[config.mk]
export PLATFORM = sky130hd
export DESIGN_NAME = ps2_key_decoder_flat
export DESIGN_NICKNAME = d
export VERILOG_FILES = /design/src/rtl/ps2_key_decoder_if.sv /design/src/rtl/ps2_key_decoder.sv /design/src/flat_wrapper.sv
export SDC_FILE = /design/constraint.sdc
export NUM_CORES = 1
export LEC_CHECK = 0
export ABC_AREA = 1
export CORE_UTILIZATION = 50
export CTS_CLUSTER_DIAMETER = 60
export DETAILED_ROUTE_END_ITERATION = 16
export GPL_ROUTABILITY_DRIVEN = 0
export GPL_TIMING_DRIVEN = 0
export MAX_ROUTING_LAYER = met4
export PLACE_DENSITY_LB_ADDON = 0.1
export SYNTH_ARGS = -nofsm -noshare
export SYNTH_HDL_FRONTEND = slang
export SYNTH_SLANG_ARGS = --single-unit
[constraint.sdc]
create_clock -name clk_sys -period 1.4 [get_ports clk_sys]
set_input_delay 0.14 -clock clk_sys [delete_from_list [all_inputs] [get_ports clk_sys]]
set_output_delay 0.14 -clock clk_sys [all_outputs]
set_load 0.02 [all_outputs]
[src/rtl/ps2_key_decoder_if.sv]
// Keyboard-byte to key-event bus for ps2_key_decoder.
// Handshake: kbd_int is a one-cycle valid for kbd_scan with no ready, so the decoder accepts
// every pulse. Each new event toggles ps2_key[10]. osd_o holds levels and state_dbg shows the decoder state.
interface ps2_key_decoder_if;
  logic        kbd_int;
  logic [7:0]  kbd_scan;
  logic [10:0] ps2_key;
  logic [7:0]  osd_o;
  logic [2:0]  state_dbg;

  modport master (output kbd_int, kbd_scan, input ps2_key, osd_o, state_dbg);
  modport slave  (input kbd_int, kbd_scan, output ps2_key, osd_o, state_dbg);
endinterface

[src/rtl/ps2_key_decoder.sv]
// PS/2 set-2 scan-code decoder: turns raw bytes into toggle-strobed key events.
// Optional OSD navigation key levels on osd_o when OSD_KEYS_EN is defined.
module ps2_key_decoder #(
  parameter logic [23:0] TIMEOUT_CYCLES = 24'd1_000_000
) (
  input logic               clk_sys,
  input logic               reset_n,
  ps2_key_decoder_if.slave  bus
);

  typedef enum logic [2:0] {
    S_IDLE    = 3'd0,
    S_EXT     = 3'd1,
    S_BRK     = 3'd2,
    S_EXT_BRK = 3'd3,
    S_PAUSE   = 3'd4
  } state_t;

  state_t      state, state_nx;
  logic [2:0]  pause_cnt, pause_nx;
  logic [23:0] idle_cnt;
  logic [10:0] key_q;
  logic        emit;
  logic        ev_pressed;
  logic        ev_ext;
  logic [7:0]  ev_code;

  always_comb begin
    state_nx   = state;
    pause_nx   = pause_cnt;
    emit       = 1'b0;
    ev_pressed = 1'b0;
    ev_ext     = 1'b0;
    ev_code    = bus.kbd_scan;
    if (bus.kbd_int) begin
      case (state)
        S_IDLE: begin
          case (bus.kbd_scan)
            8'hE0: state_nx = S_EXT;
            8'hF0: state_nx = S_BRK;
            8'hE1: begin
              state_nx = S_PAUSE;
              pause_nx = 3'd0;
            end
            8'hAA, 8'hFA, 8'hFE, 8'hEE, 8'h00, 8'hFF: state_nx = S_IDLE;
            default: begin
              emit       = 1'b1;
              ev_pressed = 1'b1;
            end
          endcase
        end
        S_EXT: begin
          case (bus.kbd_scan)
            8'hF0: state_nx = S_EXT_BRK;
            8'hE0: state_nx = S_EXT;
            // Fake shifts wrapped around extended keys carry no key information.
            8'h12, 8'h59: state_nx = S_IDLE;
            default: begin
              emit       = 1'b1;
              ev_pressed = 1'b1;
              ev_ext     = 1'b1;
              state_nx   = S_IDLE;
            end
          endcase
        end
        S_BRK: begin
          emit     = 1'b1;
          state_nx = S_IDLE;
        end
        S_EXT_BRK: begin
          state_nx = S_IDLE;
          if (bus.kbd_scan != 8'h12 && bus.kbd_scan != 8'h59) begin
            emit   = 1'b1;
            ev_ext = 1'b1;
          end
        end
        S_PAUSE: begin
          // Pause/Break sends E1 plus seven fixed bytes; only the count matters.
          if (pause_cnt == 3'd6) begin
            emit       = 1'b1;
            ev_pressed = 1'b1;
            ev_ext     = 1'b1;
            ev_code    = 8'h77;
            state_nx   = S_IDLE;
          end else begin
            pause_nx = pause_cnt + 3'd1;
          end
        end
        default: state_nx = S_IDLE;
      endcase
    end else if (state != S_IDLE && idle_cnt == TIMEOUT_CYCLES) begin
      state_nx = S_IDLE;
    end
  end

  always_ff @(posedge clk_sys or negedge reset_n) begin
    if (!reset_n) begin
      state     <= S_IDLE;
      pause_cnt <= 3'd0;
      idle_cnt  <= 24'd0;
      key_q     <= 11'h000;
    end else begin
      state     <= state_nx;
      pause_cnt <= pause_nx;
      if (bus.kbd_int)
        idle_cnt <= 24'd0;
      else if (idle_cnt != TIMEOUT_CYCLES)
        idle_cnt <= idle_cnt + 24'd1;
      if (emit)
        key_q <= {~key_q[10], ev_pressed, ev_ext, ev_code};
    end
  end

  assign bus.ps2_key   = key_q;
  assign bus.state_dbg = state;

`ifdef OSD_KEYS_EN
  logic [7:0] osd_q;
  logic       osd_hit;
  logic [2:0] osd_idx;

  // The extended flag is part of the match so keypad twins do not alias arrows.
  always_comb begin
    osd_hit = 1'b1;
    osd_idx = 3'd0;
    case ({ev_ext, ev_code})
      9'h174:  osd_idx = 3'd0;
      9'h16B:  osd_idx = 3'd1;
      9'h172:  osd_idx = 3'd2;
      9'h175:  osd_idx = 3'd3;
      9'h05A:  osd_idx = 3'd4;
      9'h076:  osd_idx = 3'd5;
      9'h007:  osd_idx = 3'd6;
      9'h029:  osd_idx = 3'd7;
      default: osd_hit = 1'b0;
    endcase
  end

  always_ff @(posedge clk_sys or negedge reset_n) begin
    if (!reset_n)
      osd_q <= 8'h00;
    else if (emit && osd_hit)
      osd_q[osd_idx] <= ev_pressed;
  end

  assign bus.osd_o = osd_q;
`else
  assign bus.osd_o = 8'h00;
`endif

endmodule

[src/flat_wrapper.sv]
// flat-port wrapper written by rule: the top's interface ports become plain ports
module ps2_key_decoder_flat 
#(
  parameter logic [23:0] TIMEOUT_CYCLES = 24'd1_000_000
)
  (clk_sys, reset_n, bus_kbd_int, bus_kbd_scan, bus_ps2_key, bus_osd_o, bus_state_dbg);
  ps2_key_decoder_if bus_i ();
  input logic clk_sys;
  input logic reset_n;
  input wire logic [$bits(bus_i.kbd_int)-1:0] bus_kbd_int;
  input wire logic [$bits(bus_i.kbd_scan)-1:0] bus_kbd_scan;
  output wire logic [$bits(bus_i.ps2_key)-1:0] bus_ps2_key;
  output wire logic [$bits(bus_i.osd_o)-1:0] bus_osd_o;
  output wire logic [$bits(bus_i.state_dbg)-1:0] bus_state_dbg;
  assign bus_i.kbd_int = bus_kbd_int;
  assign bus_i.kbd_scan = bus_kbd_scan;
  assign bus_ps2_key = bus_i.ps2_key;
  assign bus_osd_o = bus_i.osd_o;
  assign bus_state_dbg = bus_i.state_dbg;
  ps2_key_decoder #(.TIMEOUT_CYCLES(TIMEOUT_CYCLES)) u_core (.clk_sys(clk_sys), .reset_n(reset_n), .bus(bus_i));
endmodule
Word-level counts from Yosys, hierarchy flattened
Cells that the tools add are included.
- bits in registers: 41
- logic and storage cells: 67
- output and inout port bits: 22
- input port bits: 11
- add/sub/neg operators: 2
- multiplexer cells: 24
- reduce and logical (&&, ||, !) cells: 13
- equality and inequality tests: 23
- bitwise gates (word level): 1
- operator list (cell ; count):
    8-bit == test, second input constant ; 8
    24-bit two-way mux ; 2
    24-bit by 1-bit adder with 24-bit output, second input constant ; 1
    24-bit by 20-bit == test with 1-bit output, second input constant ; 1
    8-bit two-way mux ; 3
    24-bit by 20-bit inequality test with 1-bit output, second input constant ; 1
    3-bit two-way mux ; 5
    3-bit case mux with 4 select lines ; 1
    3-bit case mux with 3 select lines ; 1
    9-bit OR reduction ; 1
    8-bit by 5-bit == test with 1-bit output, second input constant ; 1
    8-bit by 7-bit == test with 1-bit output, second input constant ; 1
    8-bit logical NOT ; 1
    8-bit by 5-bit inequality test with 1-bit output, second input constant ; 1
    8-bit by 7-bit inequality test with 1-bit output, second input constant ; 1
    1-bit two-way mux ; 7
    3-bit by 2-bit == test with 1-bit output, second input constant ; 2
    3-bit == test, second input constant ; 2
    6-bit by 4-bit inequality test with 1-bit output, second input constant ; 1
    1-bit case mux with 3 select lines ; 2
    3-bit case mux with 2 select lines ; 1
    2-bit nonzero test ; 3
    6-bit OR reduction ; 1
    1-bit case mux with 5 select lines ; 1
    12 further kinds ; 14

Depth between registers and ports, before layout
Gate-level depths: netlist of the first run.
- depth after elaboration: 5
- gate-level depth with buffers: 12
- depth with buffers taken out: 12

Least setup slack after synthesis of the first run
No wires, ideal clock.
- path kind: register to register
- start point: register u_core.state[1], in the netlist u_core.bus.state_dbg[1]
- end point: register u_core.key_q[10], in the netlist u_core.bus.ps2_key[10]
- clock period less this slack: 1.605 ns
- required time: 1.283 ns
- arrival time: 1.488 ns
- path buffers: 1
- slack: -0.205 ns
- cell stages (with the launch flop): 12
- cells stage by stage: dfrtp_1 inv_1 nand2_1 nor2_4 nand2_1 nor2_1 nand2_2 nand3_4 nand2_4 buf_12 nand2_2 nand2_1
- cells in the longest elaborated chain, start to end: 3
- RTL lines (item ; line ; RTL):
    start, declared ; ps2_key_decoder.sv:19 ; state_t state, state_nx;
    start signal, assigned ; ps2_key_decoder.sv:103 ; state <= state_nx;
    3-bit == test, or another cell as far along ; ps2_key_decoder.sv:36 ; case (state)
    1-bit case mux with 5 select lines * ; ps2_key_decoder.sv:36 ;
    1-bit two-way mux * ; ps2_key_decoder.sv:35 ; if (bus.kbd_int) begin
    end signal, assigned ; ps2_key_decoder.sv:110 ; key_q <= {~key_q[10], ev_pressed, ev_ext, ev_code};
    end, declared ; ps2_key_decoder.sv:22 ; logic [10:0] key_q;
Mark *: on every way between the ends. The rest lies on a longest branch, timed or not.
A chain may end at the register's enable or synchronous reset.

Final worst setup path of the first run
- start point: register u_core.state[1], in the netlist u_core.bus.state_dbg[1]
- end point: register u_core.key_q[5], in the netlist u_core.bus.ps2_key[5]
- cells in the longest elaborated chain, start to end: 3
- RTL lines (item ; line):
    3-bit == test, or another cell as far along ; ps2_key_decoder.sv:36
    1-bit case mux with 5 select lines or 8-bit two-way mux (tied branches) ; ps2_key_decoder.sv:36
    1-bit two-way mux or 8-bit two-way mux (tied branches) ; ps2_key_decoder.sv:35
Several ways; a longest one is shown, not always the timed one.

==> results of run 1 <==
cell usage in the layout (no fill, tap or decap), types with 3 or more instances in the layout:
cell type and instances:
nand3_4 3, dfrtp_2 6, nand2_2 22, nor4_2 3
buf_6 8, buf_12 3, ha_4 3, o21ai_2 3
nand2_1 81, buf_4 41, dfrtp_1 35, nor2_1 30
nand3_2 5, dlygate4sd2_1 21, o21ai_0 7, conb_1 8
clkbuf_8 6, nor2_4 15, a21oi_1 16, nand4_1 14
nand3_1 21, inv_4 4, nor2_2 11, o21ai_1 7
nand2_4 11, inv_2 10, inv_1 37, nor3_1 3
cell usage after synthesis:
cell,instances
dfrtp_1,41
o21ai_0,14
nand2_1,100
o211ai_1,2
nor2_1,47
nor3_1,5
nand4_1,14
o21ba_2,1
inv_1,47
nand3_1,27
nand2_4,1
ha_1,4
buf_12,1
xor2_1,2
a22oi_1,1
nor3_2,2
buf_4,8
a21oi_1,16
clkbuf_1,3
conb_1,1
o21ai_1,3
nor4_1,4
nand3_2,1
nor2_4,5
nand3_4,1
or2_2,1
inv_2,4
o21a_1,1
nor2_2,4
buf_1,1
nand2_2,13
state kept, by name, summed over array words and instances (netlist names):
| register | flops |
|---|---|
| u_core.idle_cnt | 24 |
| u_core.bus.ps2_key | 11 |
| u_core.bus.state_dbg | 3 |
| u_core.pause_cnt | 3 |
worst min path at each step:
stage	cells past startpoint	endpoint	slack, ns	from
finish	2	u_core.idle_cnt[3]$_DFFE_PN0P_	0.30	reset_n
CTS	2	u_core.idle_cnt[3]$_DFFE_PN0P_	0.30	reset_n
global route	2	u_core.idle_cnt[3]$_DFFE_PN0P_	0.32	reset_n
detailed placement	1	u_core.idle_cnt[3]$_DFFE_PN0P_	0.09	reset_n
floorplan	0	u_core.bus.ps2_key[0]$_DFFE_PN0P_	-0.16	reset_n
global placement	2	u_core.bus.ps2_key[0]$_DFFE_PN0P_	0.47	u_core.bus.ps2_key[0]$_DFFE_PN0P_
through the flow:
stage / worst slack [ns] / power [mW] / instances / area (um^2)
finish: -0.192 / 4.27 / 530 / 3850
global route: -0.275 / 4.48 / 530 / 3850
CTS: -0.126 / 3.99 / 516 / 3540
detailed placement: -0.492 / 2.88 / 477 / 3030
global placement: -1.02 / 2.86 / 476 / 3020
floorplan: -0.109 / 2.36 / 382 / 2690
routing by layer:
metal | up-vias | part of all wire [%]
li1 | 1353 | -
met1 | 1279 | 39
met2 | 87 | 52
met3 | 31 | 4.6
met4 | 0 | 4.4
met5 | - | 0
power breakdown:
part           total, mW  leakage [nW]  internal (mW)  switching [mW]
combinational       1.75          1.27          0.736            1.01
clock               1.02        0.0585          0.582           0.439
sequential          1.50         0.540           1.35           0.147
total               4.27          1.87           2.67            1.60
layout make-up:
type                       count  area (um^2)
buffer                        13         97.6
clock buffer                   7         86.3
clock inverter                 1         30.0
fill                         394         1260
inverter                      51          201
multi-input combinational    277         1690
sequential                    41         1030
tap                           70         87.6
timing repair buffer          70          629
cells by family (layout without fill, tap and decap cells):
| logic type | Yosys count | in the layout | share of synthesized area (%) |
|---|---|---|---|
| buf+inv | 64 | 142 | 10.8 |
| other cells | 1 | 8 | 0.142 |
| compound gates | 38 | 38 | 7.77 |
| simple gates | 225 | 225 | 39.8 |
| fa+ha+maj | 4 | 4 | 1.89 |
| xor+xnor | 2 | 2 | 0.663 |
| flops | 41 | 41 | 38.8 |
timing repair:
item,CTS,global route
pin swaps,21,26
cloned,1,1
buffers inserted,29,13
hold buffers,1,0
gates resized for setup,78,51
endpoints found under the setup margin,50,41
hold endpoints to repair,15,0
critical path: cells and delay by family (launching register included):
family / cells / cell delay (ns)
DFF: 1 / 0.45
buffers and inverters: 2 / 0.28
and+or+nand+nor: 9 / 0.76
==> out/qor.yml, run 1 <==
global_route:
  grtUsageMet1_pct: 29.7
  grt_pass1_wl_um: 11000
  grt_pass1_vias: 2579
  grt_busiest_layer: "met2"
  grt_max_degree: 27
  use_met3_pct: 4.15
  grt_usage_pct: 27.2
  antenna_found_initial: 0
  gr-total-overflow: 0
  grt.met2_usage_pct: 48.8
sta:
  worst_slew_pin_slew_ns: 0.503
  tns_ns: -3.43
  period_share_pct: 114
  fin_skew_ns: 0.00384
  hold_violations: 0
  finalSetupViolCount: 31
  fmax_mhz: 628
  rsz0062_at_grt: "true"
  hold_slack_ns: 0.297
  fin_ws_ns: -0.192
  slew_violations: 0
  relSlewSlack_pct: 66.5
  period_needed_ns: 1.59
logic_synthesis:
  synth_top_cell_area_share_pct: 38.8
  syn-cell-area_um2: 2640
  synth_cell_type_count: 31
  yosysTopAreaCell: "dfrtp_1"
  netlist_top_cells_area: "dfrtp_1, nand2_1, inv_1"
  yosysWarnings: 0
  ys_seq_area_share_pct: 38.8
  syn_inst: 375
  avgSynthCellArea_um2: 7.04
  ys_ff_latch: 41
setup_path:
  r2r_slack_ns: -0.19
  crit_type: "flop to flop"
  slowest_stage: "dfrtp_2"
  r2r_start: "u_core.bus.state_dbg[1]$_DFFE_PN0P_"
  crit_top_cell: "nand2_4"
  arrival_ns: 1.79
  crit_start: "u_core.bus.state_dbg[1]$_DFFE_PN0P_"
  r2r_end: "u_core.bus.ps2_key[5]$_DFFE_PN0P_"
  max_stage_delay_ns: 0.45
  endpoint: "u_core.bus.ps2_key[5]$_DFFE_PN0P_"
  end_kind: "flop"
  required_ns: 1.59
  crit_chain: "inv_4 -> nand2_4 -> nor2_4 -> nand2_2 -> nor2_4 -> nand2_4 -> nand3_4 -> nand2_4 -> clkbuf_16 -> nand2_2 -> nand2_1"
  startpoint_type: "flop"
  crit_fanout: 5
  rr_worst_depth: 11
clock_tree:
  cts_tree: "built"
  clock-sinks: 41
  clockBufferDepth: 2
  path_clk_slew_ns: 0.08
  cts-root-buf: "clkbuf_8"
  htree_num_levels: 2
  worstSkewPairLatency_ns: 0.30
  numCtsBuffers: 5
floorplanning:
  die_height_um: 74.7
  num_io_pins: 33
  die_x_um: 74.7
  start_util_pct: 51.7
  rows: 26
  core_um2: 5110
  fp.dieArea_um2: 5580
finish:
  fin_util_pct: 75.4
  n_antenna_cell: 0
  drive_gt1_share_pct: 36.3
  final_nets: 474
  syn_to_final_growth_pct: 45.8
outcome:
  violations: "negative setup slack"
  status: "finished with violations"
route:
  ant_nets: 0
  vias_per_cell: 5.19
  wirelength_um: 7540
  drt_iter0_drc: 122
  firstDrtPassIters: 4
  wire_per_inst_um: 14.2
  vias: 2750
  drc: 0
power:
  power_density_nw_per_um2: 1110
  ir_drop_mv: 0.918
  p_leak_nw: 1.87
flow_run:
  timing.max_cap.violations: 0
placed_design:
  hpwl_um: 4430
  io_buffer_count: 24
worst_hold_path:
  holdCritPathClass: "primary input to asynchronous set/reset pin"
Power figures use the tool's default switching activity.
==> run 2, diff against run 1 <==
--- a/config.mk
+++ b/config.mk
@@ -13,6 +13,7 @@
 export GPL_TIMING_DRIVEN = 0
 export MAX_ROUTING_LAYER = met4
 export PLACE_DENSITY_LB_ADDON = 0.1
+export SETUP_SLACK_MARGIN = 0.5
 export SYNTH_ARGS = -nofsm -noshare
 export SYNTH_HDL_FRONTEND = slang
 export SYNTH_SLANG_ARGS = --single-unit
==> out/qor.yml, run 2 (synthesized netlist as in run 1, its figures left out) <==
outcome:
  status: "finished with violations"
  violations: "negative setup slack"
route:
  firstDrtPassIters: 4
  wirelength_um: 8710
  ant_nets: 0
  drt_iter0_drc: 206
  vias_per_cell: 5.35
  vias: 2975
  drc: 0
  wire_per_inst_um: 15.7
finish:
  n_antenna_cell: 0
  final_common_cell: "nand2_1"
  seq_area_um2: 1040
  fill_cells: 303
  mostFrequentLayoutCells: "nand2_1, buf_4, buf_6, dfrtp_1, inv_1"
  fin_util_pct: 83.6
  multi_input_area_um2: 1830
  final_nets: 500
  drive_gt1_share_pct: 50.2
  top_register: "u_core.idle_cnt"
  largest_register_ffs: 24
  syn_to_final_growth_pct: 61.6
sta:
  fmax_mhz: 632
  period_needed_ns: 1.58
  slew_violations: 0
  fin_ws_ns: -0.182
  rsz0062_at_grt: "true"
  fin_skew_ns: 0.0138
  period_share_pct: 113
  hold_violations: 0
  finalSetupViolCount: 33
floorplanning:
  start_util_pct: 51.7
  die_height_um: 74.7
  die_x_um: 74.7
  num_io_pins: 33
  fp.dieArea_um2: 5580
  rows: 26
  core_um2: 5110
worst_hold_path:
  holdCritPathClass: "primary input to asynchronous set/reset pin"
flow_run:
  timing.max_cap.violations: 0
power:
  power_density_nw_per_um2: 1100
  p_leak_nw: 2.05
  power.total_mw: 4.69
  ir_drop_mv: 0.976
setup_path:
  r2r_end: "u_core.bus.state_dbg[0]$_DFFE_PN0P_"
  crit_start: "u_core.idle_cnt[1]$_DFFE_PN0P_"
  startpoint_type: "flop"
  r2r_slack_ns: -0.18
  rr_worst_depth: 11
  end_kind: "flop"
  endpoint: "u_core.bus.state_dbg[0]$_DFFE_PN0P_"
  arrival_ns: 1.78
  crit_type: "flop to flop"
  required_ns: 1.60
  r2r_start: "u_core.idle_cnt[1]$_DFFE_PN0P_"
  crit_fanout: 4
global_route:
  grt_pass1_vias: 2689
  gr-total-overflow: 0
  grt_max_degree: 29
  grt_usage_pct: 28.4
  antenna_found_initial: 0
  grt_pass1_wl_um: 11600
clock_tree:
  cts_tree: "built"
  cts-root-buf: "clkbuf_8"
  htree_num_levels: 2
  clock-sinks: 41
  path_clk_slew_ns: 0.09
  worstSkewPairLatency_ns: 0.31
  clockBufferDepth: 2
  numCtsBuffers: 5
placed_design:
  hpwl_um: 4380
  io_buffer_count: 24
[run 2: routing by layer]
metal	up-vias	track usage, %	share of wire [%]	wire length, um
li1	1403	-	-	-
met3	30	5.22	4.2	364
met2	103	51.0	54	4720
met4	0	11.1	2.7	239
met5	-	-	0	0
met1	1439	31.1	39	3380
[run 2: how the worst min path moves through the flow]
stage	start	end	slack, ns
after global placement	u_core.bus.ps2_key[0]$_DFFE_PN0P_	u_core.bus.ps2_key[0]$_DFFE_PN0P_	0.47
after floorplan	reset_n	u_core.bus.ps2_key[0]$_DFFE_PN0P_	-0.16
final	reset_n	u_core.idle_cnt[2]$_DFFE_PN0P_	0.26
after CTS	reset_n	u_core.idle_cnt[3]$_DFFE_PN0P_	0.27
after global routing	reset_n	u_core.idle_cnt[2]$_DFFE_PN0P_	0.30
after detailed placement	reset_n	u_core.idle_cnt[3]$_DFFE_PN0P_	0.07
[run 2: final cells by class]
type                    instances  share of cell area, %
well taps                      70                   2.05
multi-input cells             277                   42.9
inverters                      51                   5.01
plain buffers                  13                   2.61
clock buffers                   8                   2.11
flip-flops and latches         41                   24.3
repair buffers                 96                   21.0
[run 2: critical path, stage by stage (launching register included)]
cell and delay (ns):
dfrtp_2 0.46, inv_2 0.09, ha_4 0.14, inv_2 0.04, nor2_2 0.10, nand2_1 0.11
nor2_2 0.14, nand4_1 0.12, nand2_2 0.13, inv_2 0.04, nand2_1 0.05, nand2_1 0.05
[run 2: power breakdown]
part	total, mW	switching, mW	internal [mW]	leakage [nW]
combinational	2.34	1.18	1.16	1.47
sequential	1.51	0.159	1.35	0.535
clock	0.843	0.440	0.403	0.0455
total	4.69	1.78	2.91	2.05
[run 2: timing repair]
action,CTS,global route
buffers inserted,46,23
pin swaps,34,29
gates resized for setup,171,75
endpoints found under the hold margin,13,0
endpoints found under the setup margin,55,55
cloned,0,1
hold buffers,1,0
[run 2: through the flow]
step / setup TNS (ns) / setup WS, ns / instances / instance area [um^2] / hold WS, ns
3_3_place_gp: -50.50 / -1.05 / 476 / 3080 / 0.465
4_1_cts: -1.41 / -0.0926 / 532 / 3800 / 0.269
5_1_grt: -5.83 / -0.307 / 556 / 4270 / 0.301
2_1_floorplan: -1.15 / -0.109 / 382 / 2750 / -0.156
6_report: -3.94 / -0.182 / 556 / 4270 / 0.260
3_5_place_dp: -13.59 / -0.513 / 477 / 3090 / 0.0670
